**src/rtl/cios_pkg.sv**
```systemverilog
// Shared state encoding and scratchpad sizing helpers for the CIOS Montgomery controller.
package cios_pkg;

    localparam int DEF_WIDTH       = 32;
    localparam int DEF_S           = 8;
    localparam int DEF_DRAIN       = 4;
    localparam int DEF_ROW_TIMEOUT = 256;

    typedef enum logic [2:0] {
        ST_IDLE,
        ST_FLUSH,
        ST_ROW_START,
        ST_ROW_WAIT,
        ST_DRAIN,
        ST_SUB,
        ST_OUT
    } state_t;

    // The scratchpad carries two extra words above the S operand words.
    function automatic int t_depth(input int s);
        return s + 2;
    endfunction

    function automatic int t_addr_w(input int s);
        return $clog2(s + 2);
    endfunction

    // Index/counter width that never collapses to zero bits.
    function automatic int idx_w(input int n);
        return (n > 1) ? $clog2(n) : 1;
    endfunction

endpackage

```
**src/rtl/cios_condsub.sv**
```systemverilog
// Word-serial T - P with borrow chain, plus the final select between T and T - P.
module cios_condsub
    import cios_pkg::*;
#(
    parameter int WIDTH = DEF_WIDTH,
    parameter int S     = DEF_S,
    parameter int IW    = idx_w(DEF_S)
) (
    input  logic               clk,
    input  logic               rst,
    input  logic               init,
    input  logic               step,
    input  logic [IW-1:0]      j,
    input  logic [WIDTH-1:0]   t_word,
    input  logic [WIDTH-1:0]   p_word,
    input  logic [WIDTH-1:0]   t_top,
    input  logic [S*WIDTH-1:0] t_low,
    output logic [S*WIDTH-1:0] result
);

    logic [S*WIDTH-1:0] d_reg;
    logic [S*WIDTH-1:0] d_full;
    logic [WIDTH:0]     diff;
    logic               borrow;
    logic               bout;
    logic               fb;
    logic               take_d;

    // result is only meaningful while the last word is being stepped; it folds in
    // the word currently in flight so the caller can capture it on that same edge.
    always_comb begin
        diff   = {1'b0, t_word} - {1'b0, p_word} - {{WIDTH{1'b0}}, borrow};
        bout   = diff[WIDTH];
        fb     = bout | (t_top < {{(WIDTH-1){1'b0}}, bout});
        take_d = (t_top != '0) || !fb;
        d_full = d_reg;
        d_full[j*WIDTH +: WIDTH] = diff[WIDTH-1:0];
        result = take_d ? d_full : t_low;
    end

    always_ff @(posedge clk or posedge rst) begin
        if (rst) begin
            d_reg  <= '0;
            borrow <= 1'b0;
        end else if (init) begin
            d_reg  <= '0;
            borrow <= 1'b0;
        end else if (step) begin
            d_reg[j*WIDTH +: WIDTH] <= diff[WIDTH-1:0];
            borrow                  <= bout;
        end
    end

endmodule

```
**src/rtl/cios_mont_ctrl.sv**
```systemverilog
// Sequencer for one CIOS row unit: S row passes over an S+2 word scratchpad, then conditional subtract.
// Optional per-row watchdog enabled by defining CIOS_CTRL_TIMEOUT_EN.
module cios_mont_ctrl
    import cios_pkg::*;
#(
    parameter int WIDTH       = DEF_WIDTH,
    parameter int S           = DEF_S,
    parameter int DRAIN       = DEF_DRAIN,
    parameter int ROW_TIMEOUT = DEF_ROW_TIMEOUT
) (
    input  logic                        clk,
    input  logic                        rst,
    input  logic                        start,
    output logic                        busy,
    input  logic [S*WIDTH-1:0]          a_in,
    input  logic [S*WIDTH-1:0]          b_in,
    input  logic [S*WIDTH-1:0]          p_in,
    input  logic [WIDTH-1:0]            p_prime_in,
    output logic [S*WIDTH-1:0]          res,
    output logic                        res_valid,
    input  logic                        res_ready,
    output logic                        row_start,
    output logic                        row_flush,
    output logic [WIDTH-1:0]            row_a,
    output logic [S*WIDTH-1:0]          row_b,
    output logic [S*WIDTH-1:0]          row_p,
    output logic [WIDTH-1:0]            row_p_prime,
    output logic [t_depth(S)*WIDTH-1:0] row_T,
    input  logic                        row_we,
    input  logic [t_addr_w(S)-1:0]      row_waddr,
    input  logic [WIDTH-1:0]            row_wdata,
    input  logic                        row_done,
    output logic                        err
);

    localparam int T_DEPTH = t_depth(S);
    localparam int AW      = t_addr_w(S);
    localparam int IW      = idx_w(S);
    localparam int DW      = idx_w(DRAIN + 1);

    state_t             state;
    logic [IW-1:0]      i_idx;
    logic [IW-1:0]      j_idx;
    logic [DW-1:0]      dcnt;
    logic [S*WIDTH-1:0] a_reg;
    logic [S*WIDTH-1:0] sub_result;
    logic               wr_window;
    logic               start_acc;

`ifdef CIOS_CTRL_TIMEOUT_EN
    localparam int TW = idx_w(ROW_TIMEOUT + 1);
    logic [TW-1:0] tmo_cnt;
`else
    logic unused_cfg;
    assign unused_cfg = ^ROW_TIMEOUT;
    assign err        = 1'b0;
`endif

    assign row_a     = a_reg[i_idx*WIDTH +: WIDTH];
    assign wr_window = (state == ST_ROW_WAIT) || (state == ST_DRAIN);
    assign start_acc = (state == ST_IDLE) && start;

    cios_condsub #(
        .WIDTH (WIDTH),
        .S     (S),
        .IW    (IW)
    ) u_condsub (
        .clk    (clk),
        .rst    (rst),
        .init   (start_acc),
        .step   (state == ST_SUB),
        .j      (j_idx),
        .t_word (row_T[j_idx*WIDTH +: WIDTH]),
        .p_word (row_p[j_idx*WIDTH +: WIDTH]),
        .t_top  (row_T[S*WIDTH +: WIDTH]),
        .t_low  (row_T[S*WIDTH-1:0]),
        .result (sub_result)
    );

    // Row writes land only while a row is running or draining; addresses past
    // the scratchpad match no word and are silently dropped.
    always_ff @(posedge clk or posedge rst) begin
        if (rst) begin
            state       <= ST_IDLE;
            i_idx       <= '0;
            j_idx       <= '0;
            dcnt        <= '0;
            a_reg       <= '0;
            row_b       <= '0;
            row_p       <= '0;
            row_p_prime <= '0;
            row_T       <= '0;
            res         <= '0;
            busy        <= 1'b0;
            res_valid   <= 1'b0;
            row_start   <= 1'b0;
            row_flush   <= 1'b0;
`ifdef CIOS_CTRL_TIMEOUT_EN
            tmo_cnt     <= '0;
            err         <= 1'b0;
`endif
        end else begin
            row_start <= 1'b0;
            row_flush <= 1'b0;
            if (wr_window && row_we) begin
                for (int k = 0; k < T_DEPTH; k++) begin
                    if (row_waddr == AW'(k)) begin
                        row_T[k*WIDTH +: WIDTH] <= row_wdata;
                    end
                end
            end
            case (state)
                ST_IDLE: begin
                    if (start) begin
                        a_reg       <= a_in;
                        row_b       <= b_in;
                        row_p       <= p_in;
                        row_p_prime <= p_prime_in;
                        row_T       <= '0;
                        i_idx       <= '0;
                        busy        <= 1'b1;
                        row_flush   <= 1'b1;
                        state       <= ST_FLUSH;
`ifdef CIOS_CTRL_TIMEOUT_EN
                        err         <= 1'b0;
`endif
                    end
                end
                ST_FLUSH: begin
                    row_start <= 1'b1;
                    state     <= ST_ROW_START;
                end
                ST_ROW_START: begin
`ifdef CIOS_CTRL_TIMEOUT_EN
                    tmo_cnt <= '0;
`endif
                    state <= ST_ROW_WAIT;
                end
                ST_ROW_WAIT: begin
                    if (row_done) begin
                        dcnt  <= DW'(DRAIN);
                        state <= ST_DRAIN;
                    end
`ifdef CIOS_CTRL_TIMEOUT_EN
                    else if (tmo_cnt == TW'(ROW_TIMEOUT)) begin
                        row_flush <= 1'b1;
                        err       <= 1'b1;
                        busy      <= 1'b0;
                        state     <= ST_IDLE;
                    end else begin
                        tmo_cnt <= tmo_cnt + 1'b1;
                    end
`endif
                end
                ST_DRAIN: begin
                    if (dcnt == '0) begin
                        if (i_idx == IW'(S - 1)) begin
                            j_idx <= '0;
                            state <= ST_SUB;
                        end else begin
                            i_idx     <= i_idx + 1'b1;
                            row_flush <= 1'b1;
                            state     <= ST_FLUSH;
                        end
                    end else begin
                        dcnt <= dcnt - 1'b1;
                    end
                end
                ST_SUB: begin
                    if (j_idx == IW'(S - 1)) begin
                        res       <= sub_result;
                        res_valid <= 1'b1;
                        state     <= ST_OUT;
                    end else begin
                        j_idx <= j_idx + 1'b1;
                    end
                end
                ST_OUT: begin
                    if (res_ready) begin
                        res_valid <= 1'b0;
                        busy      <= 1'b0;
                        state     <= ST_IDLE;
                    end
                end
                default: state <= ST_IDLE;
            endcase
        end
    end

endmodule
```
**config.mk**
```make
export PLATFORM = sky130hd
export DESIGN_NAME = cios_mont_ctrl
export DESIGN_NICKNAME = d
export VERILOG_FILES = /design/src/rtl/cios_pkg.sv /design/src/rtl/cios_condsub.sv /design/src/rtl/cios_mont_ctrl.sv
export SDC_FILE = /design/constraint.sdc
export NUM_CORES = 2
export LEC_CHECK = 0
export ABC_AREA = 1
export BUFFER_PORTS_ARGS = -buffer_cell sky130_fd_sc_hd__buf_2
export CAP_MARGIN = 20
export CORE_AREA = 4 4 788 790
export CTS_BUF_LIST = sky130_fd_sc_hd__clkbuf_16
export DETAILED_ROUTE_END_ITERATION = 12
export DIE_AREA = 0 0 792 794
export SYNTH_ARGS = -nofsm -noshare
export SYNTH_HDL_FRONTEND = slang
export SYNTH_SLANG_ARGS = --single-unit
```
**constraint.sdc**
```tcl
create_clock -name clk -period 50.4 [get_ports clk]
set_clock_uncertainty 0.1 [all_clocks]
set_input_delay 2.52 -clock clk [delete_from_list [all_inputs] [get_ports clk]]
set_output_delay 2.52 -clock clk [all_outputs]
set_load 0.02 [all_outputs]
```
After elaboration in Yosys (flattened, before gate mapping)
Index checks and enable logic that the tools add are counted.
- register bits after elaboration: 1649
- output and inout port bits: 1157
- logic and storage cells: 124
- input port bits: 842
- bitwise gates (word level): 1
- reductions and logical operators: 23
- order comparisons: 1
- eq/ne operators: 26
- shifts and indexed selects: 5
- add/sub/neg operators: 6
- mux-type cells: 46
- operator list (operator ; number):
    two-way mux 320 bit ; 3
    two-way mux 256 bit ; 3
    variable part select 256 x 9 -> 32 bit ; 2
    two-way mux 32 bit ; 10
    variable part select 320 x 9 -> 32 bit ; 1
    bitwise mux 256 bit ; 1
    variable shift 32 x 34 -> 256 bit, first input constant ; 1
    variable part select 32 x 34 -> 256 bit ; 1
    two-way mux 3 bit ; 13
    negator 8 -> 34 bit ; 1
    subtractor 32 x 32 -> 33 bit ; 1
    subtractor 33 x 1 -> 33 bit ; 1
    < comparator 32 x 1 -> 1 bit ; 1
    nonzero test 32 bit ; 1
    one-hot mux 3 bit (7 select lines) ; 1
    one-hot mux 3 bit (2 select lines) ; 3
    equality test 4 x 3 -> 1 bit, second input constant ; 4
    equality test 3 bit, second input constant ; 5
    != test 2 bit, second input constant ; 7
    nonzero test 2 bit ; 6
    two-way mux 1 bit ; 9
    AND reduction 3 bit ; 3
    equality test 4 x 2 -> 1 bit, second input constant ; 2
    equality test 4 bit, second input constant ; 2
    16 further kinds ; 26

Longest topological paths before layout
- depth in word-level cells: 8
- gate-level depth with buffers: 33
- gate-level depth less buffers: 27

Modules after synthesis
From an unflattened synthesis, not the netlist that was laid out.
- cell total of the unflattened synthesis: 11279
- area, all modules: 82731.8 um^2
- modules (own cells, without submodules) (module ; instances ; cells each ; area each (um^2) ; seq. area each (um^2)):
    cios_mont_ctrl ; 1 ; 8007 ; 62272.2 ; 34833.4
    cios_condsub ; 1 ; 3272 ; 20459.6 ; 6431.2

Least setup slack after synthesis
Ideal clock, no wire load.
- path kind: register to register
- from: register j_idx[0]
- to: register res[111]
- buffers on the path: 6
- stages on the path, launching flop included: 33
- clock period less this slack: 4.671 ns
- data arrival time: 4.455 ns
- library setup time: 0.116 ns
- path slack: 45.729 ns
- path through: dfrtp_1 buf_4 inv_2 clkbuf_1 clkbuf_1 clkbuf_1 a21oi_1 a221oi_1 a31oi_1 fa_1 fa_1 inv_1 nand2_1 nand2_1 nand2_2 nand2_2 nand2_2 nand3_2 nand2_2 nand2_2 nand2_2 nand2_2 nand2_2 nand2_1 nand2_2 xnor2_2 nand2_4 buf_6 buf_6 o21ai_1 inv_1 nand2_1 nand2_1
- longest elaborated chain between the ends: 8
- elaborated cells between the ends (all ways): 15
- classes of those cells: add/sub (3); order compare (1); eq/ne (1); shift (4); mux (2); bitwise (1); reduce/logical (3)
- RTL lines (what ; line ; text):
    from (decl) ; cios_mont_ctrl.sv:43 ; logic [IW-1:0] j_idx;
    from (signal assigned) ; cios_mont_ctrl.sv:175 ; j_idx <= j_idx + 1'b1;
    variable part select 320 x 9 -> 32 bit / variable part select 256 x 9 -> 32 bit (equally long branches) ; cios_mont_ctrl.sv:73, cios_mont_ctrl.sv:74 ;
    subtractor 32 x 32 -> 33 bit ; cios_condsub.sv:32 ; diff = {1'b0, t_word} - {1'b0, p_word} - {{WIDTH{1'b0}}, borrow};
    subtractor 33 x 1 -> 33 bit ; cios_condsub.sv:32 ;
    < comparator 32 x 1 -> 1 bit ; cios_condsub.sv:34 ; fb = bout | (t_top < {{(WIDTH-1){1'b0}}, bout});
    OR 1 bit ; cios_condsub.sv:34 ;
    logical NOT 1 bit ; cios_condsub.sv:35 ; take_d = (t_top != '0) || !fb;
    logical OR 1 bit ; cios_condsub.sv:35 ;
    two-way mux 256 bit ; cios_condsub.sv:38 ; result = take_d ? d_full : t_low;
    to (signal assigned) ; cios_mont_ctrl.sv:171 ; res <= sub_result;
    to (decl) ; cios_mont_ctrl.sv:19 ; output logic [S*WIDTH-1:0] res,
Parallel ways exist; a longest one is shown, timed or not.
A chain may end at the register's enable or synchronous reset.

Final worst setup path
- from: register j_idx[0]
- to: register res[5]
Same word-level chain as after synthesis.

==> impl_metrics.ini <==
[grt]
antenna_found_initial = 341
globalRoute.totalOverflow = 0
grt_max_degree = 252
grt_pass1_wl_mm = 876
grt_pass1_vias = 76017
grt_usage_pct = 21.6

[drt]
drcViolationCount = 0
num_vias = 81800
drtPass1Iterations = 8
drt_wl_total_mm = 710
route.detailed.wl_per_inst_um = 35.4
avgViaCountPerCell = 4.08
drtIter0Drc = 10515
antenna_left = 0

[timing]
rsz0062_at_grt = false
fin_crit_ns = 8.15
max_clock_freq_mhz = 123
relSlewSlack_pct = 11.4
finalCritPeriodShare_pct = 16.2
tightest_slew_ns = 1.31
drv_slew = 0
hold_violations = 0
finalSetupTns_ns = 0
finalSetupViolCount = 0

[critical_path]
crit_required_ns = 51.06
path_buf_inv = 8
crit_path_frequent_cell = buf_4
cp_slowest_cell = buf_4
cp-end-kind = flip-flop
critPathArrivalTime_ns = 8.81
critPathTopFamily = buffers and inverters
critPathMaxStageDelay_ns = 0.83
crit_fanout = 88
path_cells = inv_8 -> buf_4 -> nor2_1 -> o21ai_0 -> buf_4 -> a21oi_1 -> a31oi_1 -> ha_1 -> inv_1 -> ha_1 -> nand2_1 -> inv_1 -> a21oi_1 -> o21ai_0 -> a221oi_1 -> nand2_2 -> xnor2_2 -> nand2_8 -> buf_4 -> buf_4 -> buf_4 -> a21oi_1 -> o21ai_0 -> nand2_1
critPathKind = flip-flop to flip-flop
worst_setup_path_start_kind = flip-flop

[synthesis]
synth_largest_area_cell = dfrtp_1
yosys_warnings = 0
yosysMostFrequentCell = nand2_1
synth-main-ff-cell = dfrtp_1
synthDominantCellAreaShare_pct = 53.7
yosysSeqAreaShare_pct = 53.7
async_reset_ff_share_pct = 100
synth_common_cells = nand2_1, dfrtp_1, o21ai_0
yosys-top-cells-area = dfrtp_1, nand2_1, o21ai_0, a21oi_1, inv_1
syn_area_um2 = 76900
synth-edff-count = 0
synth_seq_cells = 1649
synth_cell_type_count = 42
synthesis.nets = 10649
synth_cells = 9734
syn_avg_cell_area_um2 = 7.90

[power_and_ir_drop]
p_leak_nw = 51.2
ir_worst_vdd_mv = 0.119
power.density_nw_per_um2 = 88.0

[clocking]
holdBufCountCts = 0
postCtsSetupBuffers = 0
cts_tree = yes
clkLatencyLatePin_ns = 0.97
cts_buffers = 205
htreeDepth = 4
clk_pin_slew_ns = 0.06
cts_buffer_depth = 4
cts_root_buf = clkbuf_16
post_cts_resized = 0
cts.sinks = 1649

[placed_design]
io_buffers = 1997
gp_congestion = 1.00
hpwlAfterDp_mm = 597
postPlaceCellArea_um2 = 95700

[floorplan]
die_y_um = 794
start_util_pct = 12.5
io_pins = 1999
die_area_um2 = 629000
core_area_um2 = 614000
dieWidth_um = 792
num_rows = 288

[layout]
fin_nets = 12293
synthToLayoutAreaGrowth_pct = 34.5
largest_reg_flops = 320
regMostFlops = row_T
drive_gt1_share_pct = 21.8
stdcell_area_um2 = 103000

[status]
status = finished clean

[flow_run]
drv_cap = 0

[min_path]
hold_class = flip-flop to flip-flop
[kinds of logic after synthesis]
family	Yosys count	synth area share, %
AND/OR/NAND/NOR	3842	19.6
AO/OA/AOI/OAI	2610	17.4
flip-flops	1649	53.7
buffers and inverters	1533	7.80
adder cells (fa/ha/maj)	73	1.21
XOR/XNOR	25	0.295
other	1	0.00488
multiplexers	1	0.0130
[final timing paths]
| path | end | slack, ns | cells past startpoint | start |
|---|---|---|---|---|
| min reg2reg | a_reg[233] | 0.37 | 2 | a_reg[233] |
| max reg2reg | res[5] | 42.25 | 24 | j_idx[0] |
| min in group asynchronous | row_p_prime[3] | 1.47 | 2 | rst |
| max in group asynchronous | row_T[135] | 43.60 | 8 | rst |
| max | res[5] | 42.25 | 24 | j_idx[0] |
| min | a_reg[233] | 0.37 | 2 | a_reg[233] |
[routing by layer]
metal	vias to the layer above	GRT usage (%)	routed length (um)	part of all wire, %
li1	35224	-	-	-
met1	40050	21.6	228000	32
met2	5002	36.4	337000	48
met3	1442	8.24	76300	11
met4	82	16.1	67200	9.5
met5	-	0	511	0.072
[placed cells by master (no fill, tap or decap), drive strengths merged, types with 2 or more instances in the layout]
| cell type | count |
|---|---|
| o22ai | 62 |
| dfrtp | 1649 |
| clkinvlp | 12 |
| buf | 2152 |
| inv | 867 |
| nand3 | 387 |
| nor3 | 17 |
| nand4 | 30 |
| o21ai | 1613 |
| bufinv | 22 |
| o21a | 3 |
| nand3b | 2 |
| a221oi | 3 |
| xnor2 | 8 |
| o211ai | 25 |
| clkinv | 86 |
| diode | 396 |
| nor4 | 13 |
| a21oi | 826 |
| fa | 2 |
| a21o | 4 |
| clkbuf | 205 |
| a31oi | 64 |
| nand2 | 3209 |
| a21boi | 4 |
| ha | 71 |
| o21bai | 2 |
| o31ai | 2 |
| nor2 | 184 |
| xor2 | 17 |
[cell type report]
type                       instances  area, um2
antenna                          396        991
multi-input combinational       6552      29900
fill                           70444     511000
tap                             8120      10200
inverter                         818       3110
clock inverter                   169       1620
timing repair buffer            2152      11200
sequential                      1649      41300
clock buffer                     205       5130
[worst register-to-register path: cells and delay by family (launching register included)]
| family | cells | cell delay, ns |
|---|---|---|
| buf+inv | 8 | 3.90 |
| compound gates | 8 | 1.64 |
| simple gates | 5 | 0.92 |
| flops | 1 | 0.65 |
| fa+ha+maj | 2 | 0.55 |
| xor+xnor | 1 | 0.24 |
[stage by stage]
stage / utilization (%) / setup slack [ns] / instances / hold slack, ns / power (W)
2_1_floorplan: - / 1.24 / 9734 / 0.344 / 0.00452
3_3_place_gp: 15.6 / 42.37 / 19285 / 0.356 / 0.00751
3_5_place_dp: 15.6 / 42.41 / 19291 / 0.360 / 0.00752
4_1_cts: 16.7 / 42.34 / 19665 / 0.375 / 0.00910
5_1_grt: 16.8 / 41.83 / 20001 / 0.386 / 0.00945
6_report: 16.8 / 42.25 / 20061 / 0.371 / 0.00910
[power breakdown]
part,switching [W],internal [W]
sequential,0.000443,0.00179
combinational,0.00416,0.00116
clock,0.000692,0.000857
No activity file was read; power rests on OpenSTA's default activity.
